### config.mk
export PLATFORM = sky130hd
export DESIGN_NAME = regfile_write_arbiter
export DESIGN_NICKNAME = d
export VERILOG_FILES = /design/src/rtl/regfile_write_arbiter.sv
export SDC_FILE = /design/constraint.sdc
export NUM_CORES = 1
export LEC_CHECK = 0
export CAP_MARGIN = 5
export CELL_PAD_IN_SITES_DETAIL_PLACEMENT = 0
export CELL_PAD_IN_SITES_GLOBAL_PLACEMENT = 1
export CORE_MARGIN = 3
export CORE_UTILIZATION = 30
export DETAILED_ROUTE_END_ITERATION = 7
export GPL_ROUTABILITY_DRIVEN = 0
export MAX_ROUTING_LAYER = met4
export PLACE_DENSITY = 0.77
export SLEW_MARGIN = 20
export SYNTH_ARGS = -nofsm -noshare
export SYNTH_HDL_FRONTEND = slang
export SYNTH_SLANG_ARGS = --single-unit
### constraint.sdc
create_clock -name clock -period 2.1 [get_ports clock]
set_input_delay 0.42 -clock clock [delete_from_list [all_inputs] [get_ports clock]]
set_output_delay 0.42 -clock clock [all_outputs]
set_load 0.005 [all_outputs]
### src/rtl/regfile_write_arbiter.sv
// regfile_write_arbiter: owns the single RegFile write port and shares it
// between the pipeline writeback stage and two buffered side-band requesters
// (button and timer). A bounded-wait counter caps how long a pending side
// write may lose to the pipeline, and a round-robin bit keeps the two side
// requesters fair.
// Optional statistics counters are enabled with `define REGFILE_ARB_STATS_EN.
module regfile_write_arbiter #(
  parameter int unsigned MAX_WAIT = 4,
  parameter logic [4:0]  BTN_REG  = 5'd25,
  parameter logic [4:0]  TMR_REG  = 5'd28,
  parameter logic [4:0]  ERR_REG  = 5'd30
) (
  input  logic        clock,
  input  logic        reset,
  input  logic        wb_we,
  input  logic [4:0]  wb_reg,
  input  logic [31:0] wb_data,
  input  logic        wb_error,
  input  logic        btn_req,
  input  logic [31:0] btn_data,
  input  logic        tmr_req,
  input  logic [31:0] tmr_data,
  output logic        ctrl_writeEnable,
  output logic [4:0]  ctrl_writeReg,
  output logic [31:0] data_writeReg,
  output logic        pipe_stall,
  output logic        btn_ack,
  output logic        tmr_ack
`ifdef REGFILE_ARB_STATS_EN
  ,
  output logic [15:0] stall_cycles,
  output logic [15:0] side_writes
`endif
);

  localparam int unsigned CW = (MAX_WAIT < 1) ? 1 : $clog2(MAX_WAIT + 1);
  localparam logic [CW-1:0] WAIT_MAX = CW'(MAX_WAIT);

  typedef enum logic [1:0] {
    GNT_IDLE,
    GNT_PIPE,
    GNT_BTN,
    GNT_TMR
  } grant_t;

  grant_t          grant;
  logic            btn_pend;
  logic            tmr_pend;
  logic [31:0]     btn_buf;
  logic [31:0]     tmr_buf;
  logic            rr_last;
  logic [CW-1:0]   wait_cnt;
  logic            any_pend;
  logic            side_ok;
  logic            side_grant;
  logic [4:0]      pipe_reg;

  // Grant decision from current state; reset forces the port idle.
  always_comb begin
    any_pend = btn_pend | tmr_pend;
    side_ok  = any_pend & (~wb_we | (wait_cnt == WAIT_MAX));
    grant    = GNT_IDLE;
    if (reset) begin
      grant = GNT_IDLE;
    end else if (side_ok) begin
      if (btn_pend && tmr_pend) begin
        grant = rr_last ? GNT_BTN : GNT_TMR;
      end else begin
        grant = btn_pend ? GNT_BTN : GNT_TMR;
      end
    end else if (wb_we) begin
      grant = GNT_PIPE;
    end
  end

  // Drive the RegFile write port and the pipeline stall from the grant.
  always_comb begin
    ctrl_writeEnable = 1'b0;
    ctrl_writeReg    = '0;
    data_writeReg    = '0;
    pipe_stall       = 1'b0;
    side_grant       = 1'b0;
    pipe_reg         = wb_error ? ERR_REG : wb_reg;
    case (grant)
      GNT_BTN: begin
        ctrl_writeEnable = 1'b1;
        ctrl_writeReg    = BTN_REG;
        data_writeReg    = btn_buf;
        pipe_stall       = wb_we;
        side_grant       = 1'b1;
      end
      GNT_TMR: begin
        ctrl_writeEnable = 1'b1;
        ctrl_writeReg    = TMR_REG;
        data_writeReg    = tmr_buf;
        pipe_stall       = wb_we;
        side_grant       = 1'b1;
      end
      GNT_PIPE: begin
        ctrl_writeEnable = (pipe_reg != 5'd0);
        ctrl_writeReg    = pipe_reg;
        data_writeReg    = wb_data;
      end
      default: begin
        ctrl_writeEnable = 1'b0;
      end
    endcase
  end

  // Side buffers, pend flags, round-robin bit and acks.
  always_ff @(posedge clock) begin
    if (reset) begin
      btn_pend <= 1'b0;
      tmr_pend <= 1'b0;
      btn_buf  <= '0;
      tmr_buf  <= '0;
      rr_last  <= 1'b0;
      btn_ack  <= 1'b0;
      tmr_ack  <= 1'b0;
    end else begin
      btn_ack <= (grant == GNT_BTN);
      tmr_ack <= (grant == GNT_TMR);
      // A same-cycle request overrides the clear below (last assignment wins).
      if (grant == GNT_BTN) btn_pend <= 1'b0;
      if (grant == GNT_TMR) tmr_pend <= 1'b0;
      if (btn_req) begin
        btn_pend <= 1'b1;
        btn_buf  <= btn_data;
      end
      if (tmr_req) begin
        tmr_pend <= 1'b1;
        tmr_buf  <= tmr_data;
      end
      if (grant == GNT_BTN) begin
        rr_last <= 1'b0;
      end else if (grant == GNT_TMR) begin
        rr_last <= 1'b1;
      end
    end
  end

  // Bounded-wait counter: counts pipeline wins over a pending side write.
  always_ff @(posedge clock) begin
    if (reset) begin
      wait_cnt <= '0;
    end else if (side_grant || !any_pend) begin
      wait_cnt <= '0;
    end else if (grant == GNT_PIPE && wait_cnt != WAIT_MAX) begin
      wait_cnt <= wait_cnt + CW'(1);
    end
  end

`ifdef REGFILE_ARB_STATS_EN
  // Saturating statistics counters for stalls and side-band writes.
  always_ff @(posedge clock) begin
    if (reset) begin
      stall_cycles <= '0;
      side_writes  <= '0;
    end else begin
      if (pipe_stall && stall_cycles != 16'hFFFF) stall_cycles <= stall_cycles + 16'd1;
      if (side_grant && side_writes != 16'hFFFF) side_writes <= side_writes + 16'd1;
    end
  end
`endif

endmodule

==> summary.md <==
| Metric | Value |
|---|---|
| Post-Syn Area | `3370 µm²` |
| Synth cell types | `34` |
| Crit-path max FO | `6` |
| DR WL met2 | `~6000 µm` |
| Synth area leaders | `dfxtp_1, mux2i_1, nor2_1, nand2_1, o21ai_0` |
| DR DRC count | `0` |
| Slew Limit Fails | `0` |
| Sequential fraction of the synthesis area | `42.8%` |
| Final Power | `0.00326 W` |
| H-Tree Depth | `3` |
| Max Used Layer | `met4` |
| Buffers added on ports | `147` |
| Ports | `~150` |
| Root Buffer | `clkbuf_8` |
| Pin count of the biggest net entering global routing | `64` |
| Startpoint types | `flop` |
| Cells after Synth | `387` |
| Core Box Area | `10900 µm²` |
| Reg area | `about 1400 µm²` |
| Initial core utilization | `30.9%` |
| Slew @ Worst Pin | `approximately 700 ps` |
| CP required | `1680 ps` |
| Grt total ovfl | `0` |
| First-pass GRT wire length | `~19000 µm` |
| Maximum VDD drop | `245 µV` |
| Post-synth top cells | `mux2i_1, dfxtp_1, nor2_1` |
| Min setup slack post-route | `-257 ps` |
| Yosys top cell area share | `42.8%` |
| Fmax | `0.424 GHz` |
| Final nets | `686` |
| Post-synthesis average cell area | `8.71 µm²` |
| Worst R2R Path Depth | `9` |
| Initial antenna violation count | `1` |
| RR Startpoint | `wait_cnt[0]` |
| Wire length on met3 | `419 µm` |
| RSZ-0062 raised after global routing | `true` |
| Leak Pwr | `approximately 2.6 nW` |
| Layout cells sized above 1 | `30.5%` |
| Clk buf depth | `2` |
| YS warnings | `0` |
| Row Count | `38` |
| Vias | `about 3500` |
| Cell accounting for the most synthesized area | `dfxtp_1` |
| Cts bufs inserted | `9` |
| Post-placement cell count | `674` |
| Final setup viols | `38` |
| Critical path class | `flop to output pin` |
| Detailed placer's ending HPWL | `8010 µm` |
| Crit path time final | `2360 ps` |
| Max Cap Violations | `0` |
| Number of fill cells in the layout | `about 1000` |
| Cell Pwr Density | `around 560 nW/µm²` |
| Die ar. | `~13000 µm²` |
| Failing checks | `negative setup slack` |
| Outcome | `finished with violations` |
| Flops & latches, synth | `72` |
| DRT Wirelength | `between 10000 and 15000 µm` |
| Total track usage | `20.0%` |
| Die X | `around 110 µm` |
| Vias/cell | `~5` |
| Number of global-route vias before repair | `3595` |
| Worst R2R Setup Slack | `about 530 ps` |
| Antenna Nets Post-Route | `0` |
| Metal-1 WL | `5630 µm` |
| Worst skew pair latency | `around 340 ps` |
| Clock slew at reported path FFs | `80 ps` |
| Initial drt markers | `95` |
| Hold_ws | `483 ps` |
| Setup Skew | `8.26 ps` |
| Endpoint class of the critical path | `output pin` |
| TritonCTS clock tree | `done` |
| Fin crit share | `112%` |
| Slew Limit Headroom | `52.2%` |
| Hold Fails Final Rpt | `0` |
| Crit path DAT | `1940 ps` |
| Crit path capture | `ctrl_writeReg[3]` |
| Wire length per cell | `17.1 µm` |
| Multi-input gate area | `between 2000 and 2500 µm²` |
| Final non-filler cell total | `approximately 720` |
| RR Endpoint | `rr_last` |
| Critical path startpoint | `wait_cnt[0]` |
| Fraction of registers with async set/reset | `0%` |
| Clock sink count | `72` |
| Hold Crit Class | `input port to flop` |
| Most frequent cell after synthesis | `mux2i_1` |
| Number of synthesized flops with an enable pin | `0` |
| Hold buffers post-CTS | `0` |
| First-pass DRT Iterations | `4` |
| Die height | `112 µm` |
| Main synth FF type | `dfxtp_1` |
| Layout overhead on the synthesized area | `71.2%` |
| Synthesized net count | `496` |
power by group:
part,leakage [nW],switching (W),internal (W),total (W)
Sequential,0.596,0.0000431,0.00145,0.00149
Combinational,1.91,0.000357,0.000482,0.000839
Clock,0.0817,0.000518,0.000413,0.000930
Total,2.59,0.000918,0.00234,0.00326
kinds of logic (layout without fill, tap and decap cells):
logic type / after synthesis / in the layout / synth area share (%)
fa+ha+maj: 2 / 2 / 0.743
other cells: 0 / 1 / 0
buf+inv: 35 / 228 / 5.05
flops: 72 / 72 / 42.8
simple gates: 134 / 134 / 15.8
mux: 77 / 77 / 22.9
compound gates: 67 / 67 / 12.8
metrics by stage:
step	area (µm²)	utilization [%]	setup TNS [ps]	setup slack, ps
final	5770	53.0	-6450	-257
after CTS	5630	51.7	-6570	-261
after detailed placement	5140	47.2	-19690	-600
after global routing	5770	53.0	-10060	-348
after global placement	5140	47.2	-19490	-593
after floorplan	3370	-	0	269
how the worst min path moves through the flow:
stage           startpoint  slack, ps          end  cells past startpoint
2_1_floorplan  wait_cnt[0]        430  wait_cnt[0]                      1
6_report             reset        480  btn_buf[10]                      3
3_3_place_gp    tmr_buf[2]        470   tmr_buf[2]                      2
4_1_cts              reset        460  btn_buf[10]                      3
3_5_place_dp    btn_buf[3]        480   btn_buf[3]                      2
5_1_grt              reset        490  btn_buf[10]                      3
layout by cell type, fill, tap and decap left out, drive strengths merged, types with 3 or more instances in the layout:
master,netlist,layout
nand2,53,53
o21ai,30,30
clkdlybuf4s50,0,100
a31oi,18,18
a21oi,4,4
o21a,3,3
inv,5,5
clkinv,0,4
nor3,3,3
nor2,73,73
buf,26,103
dfxtp,72,72
clkbuf,4,12
mux2i,77,77
sequential cells by signal (all words and copies together) (netlist names):
| signal | count |
|---|---|
| wait_cnt | 3 |
| btn_ack | 1 |
| tmr_pend | 1 |
| btn_pend | 1 |
| rr_last | 1 |
| btn_buf | 32 |
| tmr_buf | 32 |
| tmr_ack | 1 |
area by class of cell:
cell class                 count  area share [%]
multi-input combinational    280            35.1
timing repair buffer         209            33.8
sequential                    72            25.1
tap                          140            3.04
clock buffer                  10            2.21
clock inverter                 4           0.412
inverter                       5           0.325
antenna                        1          0.0434
repair_timing:
| item | 4_1_cts | 5_1_grt |
|---|---|---|
| endpoints found under the setup margin | 39 | 39 |
| buffers inserted | 25 | 6 |
| cloned | 4 | 0 |
| gates resized for setup | 252 | 36 |
| pin swaps | 22 | 11 |
worst max-delay path, stage by stage (launching register included):
cell,delay (ps)
dfxtp_2,350
inv_2,50
ha_4,170
a21boi_4,190
nor2_4,100
buf_12,140
buf_16,120
buf_4,130
o31a_1,240
clkbuf_2,110
metal layers:
layer,GRT usage (%),vias to the layer above
met5,-,-
li1,-,1707
met3,2.99,22
met1,25.5,1684
met2,31.9,92
met4,7.85,0
No activity file was read; power rests on OpenSTA's default activity.
==> RTL change, RTL diff (config.mk and constraints unchanged) <==
Change the parameter `MAX_WAIT` from 4 to 8.
--- a/src/rtl/regfile_write_arbiter.sv
+++ b/src/rtl/regfile_write_arbiter.sv
@@ -5,7 +5,7 @@
 // requesters fair.
 // Optional statistics counters are enabled with `define REGFILE_ARB_STATS_EN.
 module regfile_write_arbiter #(
-  parameter int unsigned MAX_WAIT = 4,
+  parameter int unsigned MAX_WAIT = 8,
   parameter logic [4:0]  BTN_REG  = 5'd25,
   parameter logic [4:0]  TMR_REG  = 5'd28,
   parameter logic [4:0]  ERR_REG  = 5'd30
Check against the original RTL: not equivalent (a bounded check fails within 10 cycles, from zero or initial values and one cycle with reset high).
==> RTL change against the unedited design <==
- the run still ends with setup timing left
- area after synthesis rose by 2.7%
- routed wire length fell by 8.1%
- non-clock buffer count rose by 6
- total power rose by 19%
- critical endpoint is now data_writeReg[23]
- sequential cell count rose by 1
- critical path type unchanged
- setup slack improved by 0.019 ns
- sequential share of layout area fell by 1.1 points
- highest routed layer unchanged
- largest cell class unchanged
- global-route usage fell by 2.0 points
- design area rose by 6.2%
==> RTL change: results (changes against the unedited design) <==
| Metric | Value |
|---|---|
| FF+latch area | `0.001466 mm2 (was 0.001446 mm2)` |
| Bufs w/o clock | `215 (was 209)` |
| First-pass GRT wire length | `17770 um (was 19170 um)` |
| Area contributors post-synth | `dfxtp_1 42%, mux2i_1 26%, nor2_1 8.6% (was dfxtp_1 43%, mux2i_1 23%, nor2_1 8.0%)` |
| Multi-input logic area | `0.002116 mm2 (was 0.002022 mm2)` |
| Number of fill cells | `1012 (was 1015)` |
| P_clk | `1.52 mW (was 0.930 mW)` |
| Status | `complete, but fails checks (unchanged)` |
| Synthesized area per cell | `9.135 um2 (was 8.707 um2)` |
| Met3 usage | `3.873% (was 2.989%)` |
| Syn_nets | `488 (was 496)` |
| Final setup fails | `35 (was 38)` |
| Slew HR | `68.89% (was 52.19%)` |
| Switching Power | `0.9828 mW (was 0.9180 mW)` |
| Commonest cells post-synth | `91 x mux2i_1, 79 x nor2_1, 73 x dfxtp_1 (was 77 x mux2i_1, 72 x dfxtp_1, 72 x nor2_1)` |
| Post-Synth Adder-Cell Area | `0.7228% (was 0.7427%)` |
| Sequential share of cell area | `23.93% (was 25.08%)` |
| CP Max Fanout | `5 (was 6)` |
| Static leakage | `2.733 nW (was 2.588 nW)` |
| Area Overhead vs Synth | `77.01% (was 71.18%)` |
| Worst-Skew Late Latency | `0.32 ns (was 0.34 ns)` |
| Failing checks | `setup timing (unchanged)` |
| # clock sinks | `73 (was 72)` |
| Largest net degree at the start of global routing | `44 (was 64)` |
| Dpl cell area | `0.005207 mm2 (was 0.005137 mm2)` |
| Sequential-to-total area share from yosys stat | `42.21% (was 42.78%)` |
| Worst setup margin | `-0.2380 ns (was -0.2569 ns)` |
## RTL change: changes by cell type after synthesis, moves of 3 or more
cell	change
buf_4	-3
nor3_1	+3
a31oi_1	-18
buf_2	-6
a311oi_1	+4
clkbuf_1	+5
o21ai_0	-22
nand2_1	-18
mux2i_1	+14
o21ai_1	+18
nor2_1	+7
## RTL change: per-stage QoR
stage | setup TNS (ns) | hold slack [ns] | utilization (%) | setup slack [ns]
final | -5.209 | 0.4890 | 55.32 | -0.2380
after global routing | -7.976 | 0.5151 | 55.32 | -0.3135
after CTS | -5.816 | 0.4955 | 53.82 | -0.2583
after detailed placement | -26.09 | 0.4813 | 47.01 | -0.7753
after global placement | -24.92 | 0.4720 | 47.01 | -0.7397
after floorplan | 0 | 0.4255 | - | 0.1875
## RTL change: repair_timing
| item | 4_1_cts | 5_1_grt |
|---|---|---|
| cloned | 6 | 0 |
| buffers inserted | 31 | 8 |
| resized for setup | 233 | 50 |
| pin swaps | 34 | 33 |
| setup endpoints to repair | 39 | 39 |
